$ cat src/rtl/jtpopeye_prog_sched.sv
// jtpopeye_prog_sched
//   Download write scheduler. ROM bytes from the ioctl stream are paired into
//   16-bit word writes, queued in a small FIFO and issued to the SDRAM
//   programming port over a req/ack handshake. PROM-region bytes bypass the
//   FIFO and go straight to the PROM loader. dwn_done reports a fully drained
//   download.
module jtpopeye_prog_sched #(
    parameter int FIFO_AW   = 3,
    parameter int PROM_ADDR = 65536
) (
    input  logic        clk_rom,
    input  logic        rst,
    input  logic        downloading,
    input  logic [21:0] ioctl_addr,
    input  logic [7:0]  ioctl_data,
    input  logic        ioctl_wr,
    output logic [20:0] prog_addr,
    output logic [15:0] prog_data,
    output logic [1:0]  prog_mask,
    output logic        prog_req,
    input  logic        prog_ack,
    output logic [12:0] prom_addr,
    output logic [7:0]  prom_data,
    output logic        prom_wr,
    output logic        dwn_done,
    output logic        overflow
);

    localparam int               DEPTH      = 1 << FIFO_AW;
    localparam logic [21:0]      PROM_START = 22'(PROM_ADDR);
    localparam logic [FIFO_AW:0] FULL_CNT   = (FIFO_AW + 1)'(DEPTH);

    // One queued SDRAM write: word address, {odd, even} data, active-low lanes
    typedef struct packed {
        logic [20:0] addr;
        logic [15:0] data;
        logic [1:0]  mask;
    } word_t;

    typedef enum logic {
        S_IDLE,
        S_REQ
    } state_t;

    // ------------------------------------------------------------------
    // Declarations
    // ------------------------------------------------------------------
    logic               dl_q;

    logic               pend_valid_q, pend_valid_d;
    logic [20:0]        pend_addr_q,  pend_addr_d;
    logic [7:0]         pend_byte_q,  pend_byte_d;
    logic               flush_pend_q, flush_pend_d;

    logic [FIFO_AW-1:0] wr_ptr_q, wr_ptr_d;
    logic [FIFO_AW-1:0] rd_ptr_q, rd_ptr_d;
    logic [FIFO_AW:0]   count_q,  count_d;
    word_t              mem [DEPTH];

    logic               overflow_q, overflow_d;

    state_t             state_q;
    word_t              out_q;
    logic               req_q;

    logic [12:0]        prom_addr_q;
    logic [7:0]         prom_data_q;
    logic               prom_wr_q;

    logic               done_q;

    logic               rom_wr;
    logic               prom_sel;
    logic               dl_rise;
    logic               dl_fall;
    logic               flush_req;
    logic               push;
    logic               push_ok;
    logic               pop;
    logic               fifo_full;
    logic               fifo_empty;
    logic [20:0]        wr_word_addr;
    word_t              push_word;

    // ------------------------------------------------------------------
    // Input decode
    // ------------------------------------------------------------------
    assign wr_word_addr = ioctl_addr[21:1];
    assign rom_wr       = ioctl_wr && (ioctl_addr < PROM_START);
    assign prom_sel     = ioctl_wr && !(ioctl_addr < PROM_START);

    assign dl_rise      = !dl_q && downloading;
    assign dl_fall      = dl_q && !downloading;
    // A falling edge that coincides with a ROM byte is remembered and
    // applied on a later cycle so that only one word is pushed per cycle.
    assign flush_req    = dl_fall || flush_pend_q;

    assign fifo_full    = (count_q == FULL_CNT);
    assign fifo_empty   = (count_q == '0);
    assign push_ok      = push && !fifo_full;
    assign pop          = (state_q == S_REQ) && prog_ack;

    // Byte pairing: decide what (if anything) is pushed and how pend evolves
    always_comb begin
        // NOTE: every output of this block gets a default first, so no path
        // leaves a value unassigned and no latch is inferred.
        pend_valid_d = pend_valid_q;
        pend_addr_d  = pend_addr_q;
        pend_byte_d  = pend_byte_q;
        flush_pend_d = flush_req;
        push         = 1'b0;
        push_word    = '0;

        if (rom_wr) begin
            if (!ioctl_addr[0]) begin
                // Even byte: retire any older even byte alone, then hold this one
                if (pend_valid_q) begin
                    push      = 1'b1;
                    push_word = '{addr: pend_addr_q, data: {8'h00, pend_byte_q}, mask: 2'b10};
                end
                pend_valid_d = 1'b1;
                pend_addr_d  = wr_word_addr;
                pend_byte_d  = ioctl_data;
            end else if (pend_valid_q && (pend_addr_q == wr_word_addr)) begin
                // Odd byte completing the held even byte
                push         = 1'b1;
                push_word    = '{addr: wr_word_addr, data: {ioctl_data, pend_byte_q}, mask: 2'b00};
                pend_valid_d = 1'b0;
            end else begin
                // Stray odd byte: written alone, held even byte kept
                push      = 1'b1;
                push_word = '{addr: wr_word_addr, data: {ioctl_data, 8'h00}, mask: 2'b01};
            end
        end else if (flush_req) begin
            // End of download: the last even byte has no partner coming
            flush_pend_d = 1'b0;
            if (pend_valid_q) begin
                push         = 1'b1;
                push_word    = '{addr: pend_addr_q, data: {8'h00, pend_byte_q}, mask: 2'b10};
                pend_valid_d = 1'b0;
            end
        end

        if (dl_rise) begin
            flush_pend_d = 1'b0;
        end
    end

    // FIFO pointer and occupancy next state
    always_comb begin
        wr_ptr_d = wr_ptr_q;
        rd_ptr_d = rd_ptr_q;
        count_d  = count_q;
        if (push_ok) begin
            wr_ptr_d = wr_ptr_q + 1'b1;
        end
        if (pop) begin
            rd_ptr_d = rd_ptr_q + 1'b1;
        end
        case ({push_ok, pop})
            2'b10:   count_d = count_q + 1'b1;
            2'b01:   count_d = count_q - 1'b1;
            default: count_d = count_q;
        endcase
    end

    // Sticky overflow: cleared by a new download, set by any dropped word
    always_comb begin
        overflow_d = overflow_q;
        if (dl_rise) begin
            overflow_d = 1'b0;
        end
        if (push && fifo_full) begin
            overflow_d = 1'b1;
        end
    end

    // ------------------------------------------------------------------
    // Registers
    // ------------------------------------------------------------------

    // Pairing state, FIFO control and status flags
    always_ff @(posedge clk_rom) begin
        // NOTE: sequential state is written with non-blocking assignments so
        // every register samples the pre-edge values of the others.
        if (rst) begin
            dl_q         <= 1'b0;
            pend_valid_q <= 1'b0;
            pend_addr_q  <= '0;
            pend_byte_q  <= '0;
            flush_pend_q <= 1'b0;
            wr_ptr_q     <= '0;
            rd_ptr_q     <= '0;
            count_q      <= '0;
            overflow_q   <= 1'b0;
        end else begin
            dl_q         <= downloading;
            pend_valid_q <= pend_valid_d;
            pend_addr_q  <= pend_addr_d;
            pend_byte_q  <= pend_byte_d;
            flush_pend_q <= flush_pend_d;
            wr_ptr_q     <= wr_ptr_d;
            rd_ptr_q     <= rd_ptr_d;
            count_q      <= count_d;
            overflow_q   <= overflow_d;
        end
    end

    // FIFO storage write port
    always_ff @(posedge clk_rom) begin
        // NOTE: the storage array is deliberately not reset; the pointers and
        // count decide which entries are valid, so clearing it buys nothing.
        if (push_ok) begin
            mem[wr_ptr_q] <= push_word;
        end
    end

    // Request FSM: present the FIFO head and hold it until acknowledged
    always_ff @(posedge clk_rom) begin
        if (rst) begin
            state_q <= S_IDLE;
            req_q   <= 1'b0;
            out_q   <= '0;
        end else begin
            case (state_q)
                S_IDLE: begin
                    if (!fifo_empty) begin
                        out_q   <= mem[rd_ptr_q];
                        req_q   <= 1'b1;
                        state_q <= S_REQ;
                    end
                end
                S_REQ: begin
                    if (prog_ack) begin
                        req_q   <= 1'b0;
                        state_q <= S_IDLE;
                    end
                end
                default: begin
                    req_q   <= 1'b0;
                    state_q <= S_IDLE;
                end
            endcase
        end
    end

    // PROM byte path: register address/data and pulse the write for one cycle
    always_ff @(posedge clk_rom) begin
        if (rst) begin
            prom_addr_q <= '0;
            prom_data_q <= '0;
            prom_wr_q   <= 1'b0;
        end else begin
            prom_wr_q <= prom_sel;
            if (prom_sel) begin
                prom_addr_q <= ioctl_addr[12:0];
                prom_data_q <= ioctl_data;
            end
        end
    end

    // Download-complete flag, one cycle behind the conditions it watches
    always_ff @(posedge clk_rom) begin
        if (rst) begin
            done_q <= 1'b1;
        end else begin
            done_q <= !downloading && !pend_valid_q && fifo_empty && (state_q == S_IDLE);
        end
    end

    // ------------------------------------------------------------------
    // Outputs
    // ------------------------------------------------------------------
    assign prog_addr = out_q.addr;
    assign prog_data = out_q.data;
    assign prog_mask = out_q.mask;
    assign prog_req  = req_q;
    assign prom_addr = prom_addr_q;
    assign prom_data = prom_data_q;
    assign prom_wr   = prom_wr_q;
    assign dwn_done  = done_q;
    assign overflow  = overflow_q;

endmodule
$ cat config.mk
export PLATFORM = sky130hd
export DESIGN_NAME = jtpopeye_prog_sched
export DESIGN_NICKNAME = d
export VERILOG_FILES = /design/src/rtl/jtpopeye_prog_sched.sv
export SDC_FILE = /design/constraint.sdc
export NUM_CORES = 1
export LEC_CHECK = 0
export CAP_MARGIN = 40
export CORE_ASPECT_RATIO = 0.5
export CORE_MARGIN = 2
export CORE_UTILIZATION = 35
export CTS_BUF_LIST = sky130_fd_sc_hd__clkbuf_16
export DETAILED_ROUTE_END_ITERATION = 16
export PLACE_DENSITY_LB_ADDON = 0.15
export SYNTH_ARGS = -nofsm -noshare
export SYNTH_HDL_FRONTEND = slang
export SYNTH_SLANG_ARGS = --single-unit
$ cat constraint.sdc
create_clock -name clk_rom -period 17.9 [get_ports clk_rom]
set_input_delay 3.58 -clock clk_rom [delete_from_list [all_inputs] [get_ports clk_rom]]
set_output_delay 3.58 -clock clk_rom [all_outputs]
set_load 0.02 [all_outputs]
==> results of run 1 <==
[placed cells by master, fill, tap and decap left out, drive strengths merged, types with 29 or more instances in the layout]
cell	instances
clkbuf	42
clkdlybuf4s50	97
mux2i	42
buf	29
a21oi	49
nor2	52
a211oi	40
edfxtp	312
dfxtp	107
nand2	95
mux4	78
[cell usage after synthesis, types with 2 or more instances]
cell / count / share of area, %
a211oi_1: 40 / 1.8
a21oi_1: 49 / 1.5
a22o_1: 15 / 0.81
and2_1: 15 / 0.58
and3_1: 8 / 0.31
buf_1: 7 / 0.16
buf_2: 19 / 0.58
buf_4: 2 / 0.092
clkbuf_1: 35 / 0.81
dfxtp_1: 107 / 13
edfxtp_1: 312 / 58
ha_1: 5 / 0.38
inv_1: 4 / 0.092
mux2_2: 2 / 0.14
mux2i_1: 42 / 2.6
mux4_2: 78 / 11
nand2_1: 94 / 2.2
nand4_1: 2 / 0.077
nor2_1: 52 / 1.2
nor2b_1: 5 / 0.19
nor3_1: 7 / 0.22
nor3b_1: 5 / 0.23
nor4_1: 5 / 0.19
nor4_2: 2 / 0.15
nor4b_2: 2 / 0.18
o2111ai_1: 8 / 0.43
o21a_1: 2 / 0.092
o21ai_0: 3 / 0.092
o2bb2ai_1: 8 / 0.43
o311ai_0: 2 / 0.11
xor2_1: 25 / 1.3
[report_power, final]
group	leakage [nW]	switching [mW]	total, mW	internal [mW]
combinational	1.67	0.0296	0.0530	0.0234
clock	0.668	0.355	0.808	0.453
sequential	3.80	0.00472	1.04	1.03
total	6.14	0.389	1.90	1.51
[registers in the layout (all words and copies together), names as in the netlist, 2 cells and up]
register     count
mem            312
prog_mask        2
prom_addr       13
pend_addr_q     21
prog_addr       21
rd_ptr_q         3
wr_ptr_q         3
pend_byte_q      8
count_q          4
prog_data       16
prom_data        8
[worst paths after layout]
kind | startpoint | endpoint | slack, ns
worst max-delay path | ioctl_addr[21] | mem[7][35] | 11.34
worst min-delay path | prom_addr[4] | prom_addr[4] | 0.46
worst max register to register | rd_ptr_q[0] | prog_data[6] | 14.67
worst min register to register | prom_addr[4] | prom_addr[4] | 0.46
[layout make-up]
cell class                      count  share of cell area (%)
Inverter                            5                  0.0973
Multi-Input combinational cell    498                    23.4
Clock buffer                       42                    5.45
Tap cell                          627                    4.07
Sequential cell                   419                    59.7
Timing Repair Buffer              126                    6.28
Clock inverter                     32                   0.999
[routing by layer]
layer | up-vias | share of wire (%) | global-route usage, %
met4 | 0 | 1.7 | 4.00
met2 | 166 | 47 | 26.1
met3 | 51 | 3.5 | 2.46
met1 | 4657 | 48 | 24.0
met5 | - | 0 | 0
li1 | 4045 | - | -
[through the flow]
stage / hold slack, ns / setup WS [ns] / total power, mW
after global placement: 0.443 / 10.48 / 1.11
after CTS: 0.457 / 11.34 / 1.92
after floorplan: 0.450 / 8.93 / 1.08
final: 0.456 / 11.34 / 1.90
after global routing: 0.476 / 11.08 / 1.96
after detailed placement: 0.448 / 10.79 / 1.11
[worst max-delay path, stage by stage]
cell,delay [ns]
clkdlybuf4s50_1,0.46
or4_1,0.73
nor3_4,0.54
o311ai_0,0.19
buf_4,0.21
nor2_4,0.41
buf_4,0.56
[cell families after synthesis]
family | synth area share [%]
AOI/OAI and AO/OA | 5.98
muxes | 13.5
and+or+nand+nor | 6.08
buffers and inverters | 1.83
adders and majority gates | 0.385
DFF | 70.8
xor gates and xnor gates | 1.40
==> out/metrics.yaml, run 1 <==
run_status:
  status: "complete, no violations"
clock_network:
  cts_made_buffers: 40
  cts_setup_buffers: 0
  htree_levels: 2
  cts-hold-fix-buffers: 0
  cts_resized: 0
  clock_sinks: 419
  cts.clk_slew.worst_paths_ns: 0.06
  cts_tree: "yes"
  cts_max_path_buffers: 3
  insertion_delay_ns: 0.55
  cts_root_buffer: "clkbuf_16"
grt:
  grt_pass1_wl_mm: 58.5
  grt_start_max_net_pins: 80
  antenna_found_initial: 0
  track_usage_pct: 16.5
  grt_pass1_vias: 9039
  overflow: 0
power:
  vdd_drop_max_mv: 0.0548
  p_leak_nw: 6.14
  p_per_area_mw_per_mm2: 98.5
run:
  maxCapViolCount: 0
critical_path:
  r2r_cells: 5
  crit_type: "primary input to flip-flop"
  startpoint_type: "primary input"
  worstPathRequired_ns: 18.06
  crit_arrival_ns: 6.72
  cp-end-kind: "flip-flop"
  crit_fanout: 27
min_path:
  holdCritPathClass: "flip-flop to flip-flop"
  min_path_cells: 2
sta:
  fin_crit_sh_pct: 36.6
  setup_viol: 0
  fin_skew_ns: 0.0264
  fin_setup_tns_ns: 0
  fin_crit_ns: 6.56
  rsz0062_at_grt: "no"
  tightest_slew_ns: 0.958
  max_freq_mhz: 153
  final_max_slew_viol_count: 0
  final-hold-violation-count: 0
  slew_headroom_pct: 35.6
layout:
  regArea_sq_mm: 0.0115
  utilization_pct: 42.4
  multi_input_area_sq_mm: 0.00451
  synthToLayoutAreaGrowth_pct: 18.7
  layout-drive-gt1-share_pct: 16.5
  n_antenna_cell: 0
  fin_cells: 1749
  fill_cells: 4055
  final_cell_area_sq_mm: 0.0193
  final_net_count: 1130
yosys:
  synth_fp_nets: 1026
  yosysSeqAreaShare_pct: 70.8
  synthFlopType: "edfxtp_1"
  ys_seq_elements: 419
  ys_types: 55
  syn_area_sq_mm: 0.0163
  syn_area_per_cell_sq_um: 16.5
  synthArstFlopShare_pct: 0
  syn_inst: 986
  ys.warnings.count: 0
  synth_edf_count: 312
placed_design:
  portBuffers: 98
  hpwl_mm: 25.2
  dp.cells: 1675
  place_congestion: 0.785
  place_area_sq_mm: 0.0180
routing:
  postRouteAntennaNets: 0
  post_drt_via_cell_ratio: 5.10
  drtPass1Iterations: 5
  wl_per_cell_um: 22.7
  drc_errors: 0
  drt-initial-drc-count: 697
  vias: 8919
  drt_wl_total_mm: 39.8
floorplan:
  die_height_um: 156
  rows: 55
  dieArea_sq_mm: 0.0483
  die_w_um: 309
  start_util_pct: 35.7
  core_sq_mm: 0.0455
  ios: 99
(Power assumes the default switching activity.)
==> inputs of run 2 (changes only) <==
==> constraint.sdc (replaced) <==
create_clock -name clk_rom -period 5.4 [get_ports clk_rom]
set_input_delay 1.08 -clock clk_rom [delete_from_list [all_inputs] [get_ports clk_rom]]
set_output_delay 1.08 -clock clk_rom [all_outputs]
set_load 0.02 [all_outputs]
==> run 2 against run 1 <==
Global-route usage down 0.13 points. First-iteration DRC count is 4.0% lower. Worst setup slack lost 9.8 ns. Clock skew fell by 0.012 ns. Clock power grew to 3.4 times the previous value. Routed wire length is 1.7% lower. Sequential share of layout area unchanged. Sequential cell count stayed put. Sequential power grew to 3.3 times the previous value. Critical path depth grew 6. Power rose to 3.3 times the previous value. Cell area did not move. Critical endpoint is now count_q[2]. Largest cell class unchanged. Largest power group unchanged. Highest routed layer unchanged.
==> out/metrics.yaml, run 2 (synthesis results as in run 1) <==
clock_network:
  cts_setup_buffers: 0  # unchanged
  cts_tree: "yes"  # unchanged
  cts_made_buffers: 40  # unchanged
  cts_resized: 0  # unchanged
  cts.clk_slew.worst_paths_ns: 0.06  # about the same
  htree_levels: 2  # unchanged
  cts-hold-fix-buffers: 0  # unchanged
  insertion_delay_ns: 0.55  # about the same
  cts_max_path_buffers: 3  # unchanged
  clock_sinks: 419  # unchanged
  cts_root_buffer: "clkbuf_16"  # unchanged
power:
  switchingPower_mw: 1.31  # was 389 uW
  power_mw: 6.34  # was 1.90 mW
  p_per_area_mw_per_mm2: 329  # was 98.5 mW/mm^2
  swShare_pct: 20.7  # was 20.5%
  p_leak_nw: 6.11  # was 6.14 nW
  vdd_drop_max_mv: 0.224  # was 0.0548 mV
  p_int_mw: 5.03  # was 1.51 mW
  power.share.sequential_pct: 54.3  # was 54.7%
  combPwrFrac_pct: 2.7  # was 2.8%
  p_clk_share_pct: 42.9  # was 42.5%
routing:
  drtPass1Iterations: 4  # was 5
  drc_errors: 0  # unchanged
  postRouteAntennaNets: 0  # unchanged
  drt_wl_total_mm: 39.1  # was 39.8 mm
  drt-initial-drc-count: 669  # was 697
  vias: 8815  # was 8919
  post_drt_via_cell_ratio: 5.04  # was 5.10
  wl_per_cell_um: 22.4  # was 22.7 um
grt:
  grt_pass1_wl_mm: 58.1  # was 58.5 mm
  track_usage_pct: 16.4  # was 16.5%
  grt_start_max_net_pins: 59  # was 80
  grt_pass1_vias: 9015  # was 9039
  overflow: 0  # unchanged
  antenna_found_initial: 1  # was 0
placed_design:
  dp.cells: 1674  # was 1675
  portBuffers: 98  # unchanged
  hpwl_mm: 23.8  # was 25.2 mm
  pre_cts_ws_ns: 0.997  # was 10.79 ns
  place_congestion: 0.788  # was 0.785
layout:
  final_cell_mix: "edfxtp_1 (312), dfxtp_1 (104), clkdlybuf4s50_1 (97), nand2_1 (94), mux4_2 (78)"  # unchanged
  final_net_count: 1129  # was 1130
  regMostFlops: "mem"  # unchanged
  regArea_sq_mm: 0.0115  # unchanged
  fill_cells: 4051  # was 4055
  synthToLayoutAreaGrowth_pct: 18.7  # unchanged
  layout-drive-gt1-share_pct: 16.6  # was 16.5%
  fin_cells: 1748  # was 1749
  n_antenna_cell: 0  # unchanged
  multi_input_area_sq_mm: 0.00452  # was 0.00451 sq mm
  largest_reg_flops: 312  # unchanged
  mostFrequentLayoutCell: "edfxtp_1"  # unchanged
min_path:
  min_path_cells: 2  # unchanged
  worst_hold_path.endpoint: "prom_data[2]"  # was prom_addr[4]
  hp-start: "prom_data[2]"  # was prom_addr[4]
  holdCritPathClass: "flip-flop to flip-flop"  # unchanged
critical_path:
  path_cells: "clkdlybuf4s50_1 > or4_1 > nor3_4 > buf_4 > o31a_2 > inv_2 > ha_1 > xor2_1 > ha_1 > a21oi_1 > xor2_1 > or3_1 > a21oi_1"  # was clkdlybuf4s50_1 > or4_1 > nor3_4 > o311ai_0 > buf_4 > nor2_4 > buf_4
  crit_arrival_ns: 4.33  # was 6.72 ns
  worstReg2RegEnd: "count_q[2]"  # was prog_data[6]
  r2r_cells: 11  # was 5
  cpPeakStageDelay_ns: 0.73  # about the same
  crit_fanout: 13  # was 27
  worstPathRequired_ns: 5.87  # was 18.06 ns
  reg2reg_from: "dl_q"  # was rd_ptr_q[0]
  cp-end-kind: "flip-flop"  # unchanged
  crit_type: "primary input to flip-flop"  # unchanged
  startpoint_type: "primary input"  # unchanged
  cpMaxStageDelayCell: "or4_1"  # unchanged
  reg2reg_slack_ns: 2.61  # was 14.67 ns
sta:
  max_freq_mhz: 259
  timing.final.ws_setup_ns: 1.54  # was 11.34 ns
  slew_headroom_pct: 39.7  # was 35.6%
  fin_crit_ns: 3.86
  setup_viol: 0  # unchanged
  tightest_slew_ns: 0.905  # was 0.958 ns
  fin_skew_ns: 0.0140  # was 0.0264 ns
  final_max_slew_viol_count: 0  # unchanged
  final-hold-violation-count: 0  # unchanged
  rsz0062_at_grt: "no"  # unchanged
  fin_crit_sh_pct: 71.6
floorplan:
  die_w_um: 309  # unchanged
  die_height_um: 156  # unchanged
  rows: 55  # unchanged
  core_sq_mm: 0.0455  # unchanged
  ios: 99  # unchanged
  start_util_pct: 35.7  # unchanged
  dieArea_sq_mm: 0.0483  # unchanged
run:
  maxCapViolCount: 0  # unchanged
run_status:
  status: "complete, no violations"  # unchanged
run 2: cell types whose count changed in the layout (fill, tap and decap cells not counted), sizes merged:
cell,change
clkbuf,-1
clkinvlp,+2
buf,-1
inv,-4
clkinv,+2
bufinv,+1
run 2: power by group through the flow:
stage	logic, mW	clock network (mW)	registers (mW)
2_1_floorplan	0.0662	0	3.53
3_3_place_gp	0.172	0	3.52
3_5_place_dp	0.176	0	3.52
4_1_cts	0.176	2.81	3.45
5_1_grt	0.188	2.94	3.45
6_report	0.174	2.72	3.45
run 2: final cells by class:
type / instances / area share (%)
Tap cell: 627 / 4.07
Multi-Input combinational cell: 498 / 23.4
Inverter: 5 / 0.0973
Clock inverter: 33 / 1.18
Sequential cell: 419 / 59.7
Clock buffer: 41 / 5.32
Timing Repair Buffer: 125 / 6.19
run 2: through the flow:
stage / setup TNS, ns / cell area (sq um) / hold WS (ns) / util, %
2_1_floorplan: -17.29 / 16300 / 0.450 / -
3_3_place_gp: 0 / 18000 / 0.442 / 39.6
3_5_place_dp: 0 / 18000 / 0.449 / 39.7
4_1_cts: 0 / 19300 / 0.459 / 42.4
5_1_grt: 0 / 19300 / 0.484 / 42.4
6_report: 0 / 19300 / 0.455 / 42.4
run 2: per-layer routing:
layer | wire, um | track usage, % | vias up
met3 | 1350 | 2.75 | 45
met5 | 0 | 0 | -
li1 | - | - | 4058
met1 | 18700 | 23.5 | 4570
met4 | 675 | 3.70 | 0
met2 | 18300 | 26.2 | 142
run 2: worst max path at each step:
stage,start,depth (start not counted),to
floorplan,ioctl_addr[21],5,mem[6][0]
global placement,ioctl_addr[21],13,count_q[2]
detailed placement,ioctl_addr[21],13,count_q[2]
CTS,ioctl_addr[21],13,count_q[2]
global route,ioctl_addr[21],13,count_q[2]
finish,ioctl_addr[21],13,count_q[2]
run 2: critical path, delay by kind of cell:
kind / cells / cell delay (ns)
AOI/OAI and AO/OA: 3 / 0.48
xor gates and xnor gates: 2 / 0.27
adders and majority gates: 2 / 0.47
buffers and inverters: 3 / 0.78
and+or+nand+nor: 3 / 1.25
==> inputs of run 3 (changes only) <==
==> constraint.sdc (replaced) <==
create_clock -name clk_rom -period 3.7 [get_ports clk_rom]
set_input_delay 0.74 -clock clk_rom [delete_from_list [all_inputs] [get_ports clk_rom]]
set_output_delay 0.74 -clock clk_rom [all_outputs]
set_load 0.02 [all_outputs]
==> run 3 against run 2 <==
Die area did not move. Combinational power up 51%. Critical endpoint unchanged. Global-route usage rose by 0.42 points. Power is 43% higher. Largest cell class unchanged. Sequential power is 46% higher. Clock power grew 39%.
==> out/metrics.yaml, run 3 (synthesis results as in run 1) <==
run_status:
  status: "complete, no violations"  # unchanged
critical_path:
  cp-end-kind: "flip-flop"  # unchanged
  path_cells: "clkdlybuf4s50_1 > buf_4 > nor4_1 > buf_4 > and3_1 > o31a_2 > inv_2 > ha_1 > xor2_1 > ha_1 > a21oi_1 > xor2_1 > or3_1 > a21oi_1"  # was clkdlybuf4s50_1 > or4_1 > nor3_4 > buf_4 > o31a_2 > inv_2 > ha_1 > xor2_1 > ha_1 > a21oi_1 > xor2_1 > or3_1 > a21oi_1
  worstReg2RegEnd: "count_q[2]"  # unchanged
  reg2reg_slack_ns: 1.29  # was 2.61 ns
  crit_buf_inv: 4  # was 3
  crit_family: "simple AND/OR/NAND/NOR gates"  # unchanged
  cpPeakStageDelay_ns: 0.42  # was 0.73 ns
  crit_type: "primary input to flip-flop"  # unchanged
  crit_fanout: 5  # was 13
  r2r_cells: 11  # unchanged
  crit_arrival_ns: 3.59  # was 4.33 ns
  startpoint_type: "primary input"  # unchanged
  worstPathRequired_ns: 4.15  # was 5.87 ns
  cpMaxStageDelayCell: "clkdlybuf4s50_1"  # was or4_1
  reg2reg_from: "pend_valid_q"  # was dl_q
grt:
  antenna_found_initial: 3  # was 1
  grt_start_max_net_pins: 64  # was 59
  track_usage_pct: 16.8  # was 16.4%
  overflow: 0  # unchanged
  grt_pass1_vias: 9207  # was 9015
  grt_pass1_wl_mm: 59.8  # was 58.1 mm
placed_design:
  hpwl_mm: 25.9  # was 23.8 mm
  place_congestion: 0.833  # was 0.788
  portBuffers: 98  # unchanged
  place_area_sq_mm: 0.0184  # was 0.0180 sq mm
layout:
  layout-drive-gt1-share_pct: 18.6  # was 16.6%
  final_net_count: 1159  # was 1129
  mostFrequentLayoutCell: "edfxtp_1"  # unchanged
  largest_reg_flops: 312  # unchanged
  synthToLayoutAreaGrowth_pct: 20.5  # was 18.7%
  final_cell_area_sq_mm: 0.0196  # was 0.0193 sq mm
  n_antenna_cell: 0  # unchanged
  regMostFlops: "mem"  # unchanged
  final_cell_mix: "edfxtp_1 (312), dfxtp_1 (104), clkdlybuf4s50_1 (97), nand2_1 (94), mux4_2 (78)"  # unchanged
routing:
  drt-initial-drc-count: 718  # was 669
  wl_per_cell_um: 22.4  # about the same
  drc_errors: 0  # unchanged
  drt_wl_total_mm: 39.7  # was 39.1 mm
  drtPass1Iterations: 5  # was 4
  post_drt_via_cell_ratio: 5.11  # was 5.04
  postRouteAntennaNets: 0  # unchanged
  vias: 9069  # was 8815
sta:
  final_max_slew_viol_count: 0  # unchanged
  max_freq_mhz: 319
  final-hold-violation-count: 0  # unchanged
  tightest_slew_ns: 0.792  # was 0.905 ns
  setup_viol: 0  # unchanged
  fin_crit_ns: 3.14
  fin_crit_sh_pct: 84.8
  fin_setup_tns_ns: 0  # unchanged
  slew_headroom_pct: 47.1  # was 39.7%
  fin_skew_ns: 0.0109  # was 0.0140 ns
  rsz0062_at_grt: "no"  # unchanged
floorplan:
  die_w_um: 309  # unchanged
  rows: 55  # unchanged
  core_sq_mm: 0.0455  # unchanged
  start_util_pct: 35.7  # unchanged
  ios: 99  # unchanged
  dieArea_sq_mm: 0.0483  # unchanged
  die_height_um: 156  # unchanged
min_path:
  hp-start: "prom_addr[1]"  # was prom_data[2]
  holdCritPathClass: "flip-flop to flip-flop"  # unchanged
  worst_hold_path.endpoint: "prom_addr[1]"  # was prom_data[2]
  min_path_cells: 2  # unchanged
power:
  p_int_mw: 7.20  # was 5.03 mW
  p_leak_nw: 6.28  # was 6.11 nW
  p_clk_share_pct: 41.6  # was 42.9%
  swShare_pct: 20.5  # was 20.7%
  vdd_drop_max_mv: 0.232  # was 0.224 mV
  power.share.sequential_pct: 55.5  # was 54.3%
  switchingPower_mw: 1.86  # was 1.31 mW
  power_mw: 9.06  # was 6.34 mW
  combPwrFrac_pct: 2.9  # was 2.7%
  p_per_area_mw_per_mm2: 462  # was 329 mW/mm^2
clock_network:
  insertion_delay_ns: 0.53  # was 0.55 ns
  clock_sinks: 419  # unchanged
  cts.clk_slew.worst_paths_ns: 0.06  # about the same
  cts_setup_buffers: 0  # unchanged
  htree_levels: 2  # unchanged
  cts_made_buffers: 40  # unchanged
  cts_max_path_buffers: 3  # unchanged
  cts-hold-fix-buffers: 0  # unchanged
  cts_tree: "yes"  # unchanged
  cts_root_buffer: "clkbuf_16"  # unchanged
  cts_resized: 0  # unchanged
run:
  maxCapViolCount: 0  # unchanged
[run 3: worst reg2reg max path: cells and delay by family, from the launching register on]
family                     cells  cell delay (ns)
and+or+nand+nor                2             0.56
adders and majority gates      2             0.44
buffers and inverters          2             0.19
DFF                            1             0.40
xor gates and xnor gates       2             0.26
AOI/OAI and AO/OA              3             0.47
[run 3: routing by layer]
| layer | part of all wire, % | track usage, % |
|---|---|---|
| met5 | 0.033 | 0 |
| met4 | 1.8 | 3.88 |
| met3 | 4.1 | 2.90 |
| met2 | 46 | 26.7 |
| met1 | 48 | 24.2 |
[run 3: stage by stage]
stage / worst slack, ns / cells / hold slack, ns / utilization (%)
4_1_cts: 0.553 / 1776 / 0.455 / 43.1
5_1_grt: 0.450 / 1776 / 0.482 / 43.1
3_5_place_dp: -0.0162 / 1704 / 0.446 / 40.5
6_report: 0.563 / 1776 / 0.455 / 43.1
3_3_place_gp: -0.00631 / 1703 / 0.443 / 40.4
2_1_floorplan: -0.790 / 986 / 0.450 / -
[run 3: power by group through the flow]
stage / Clock [mW] / Combinational [mW] / Sequential, mW
floorplan: 0 / 0.0968 / 5.15
global placement: 0 / 0.261 / 5.13
detailed placement: 0 / 0.266 / 5.13
CTS: 3.90 / 0.267 / 5.03
global route: 4.09 / 0.283 / 5.03
finish: 3.77 / 0.262 / 5.03
[run 3: how the worst max path moves through the flow]
stage	from	endpoint	slack [ns]	cells after the start
floorplan	ioctl_addr[21]	mem[0][0]	-0.79	6
global placement	ioctl_addr[21]	mem[5][34]	-0.006	10
detailed placement	ioctl_addr[21]	mem[6][20]	-0.02	10
CTS	ioctl_addr[21]	mem[6][16]	0.55	10
global route	ioctl_addr[21]	mem[6][17]	0.45	10
finish	ioctl_addr[21]	count_q[2]	0.56	14
[run 3: area by class of cell]
class,count,area [sq um]
inverter,5,18.8
multi-input combinational,498,4550
clock inverter,31,160
sequential,419,11500
clock buffer,41,1030
timing repair buffer,155,1540
fill,4041,25900
tap,627,785
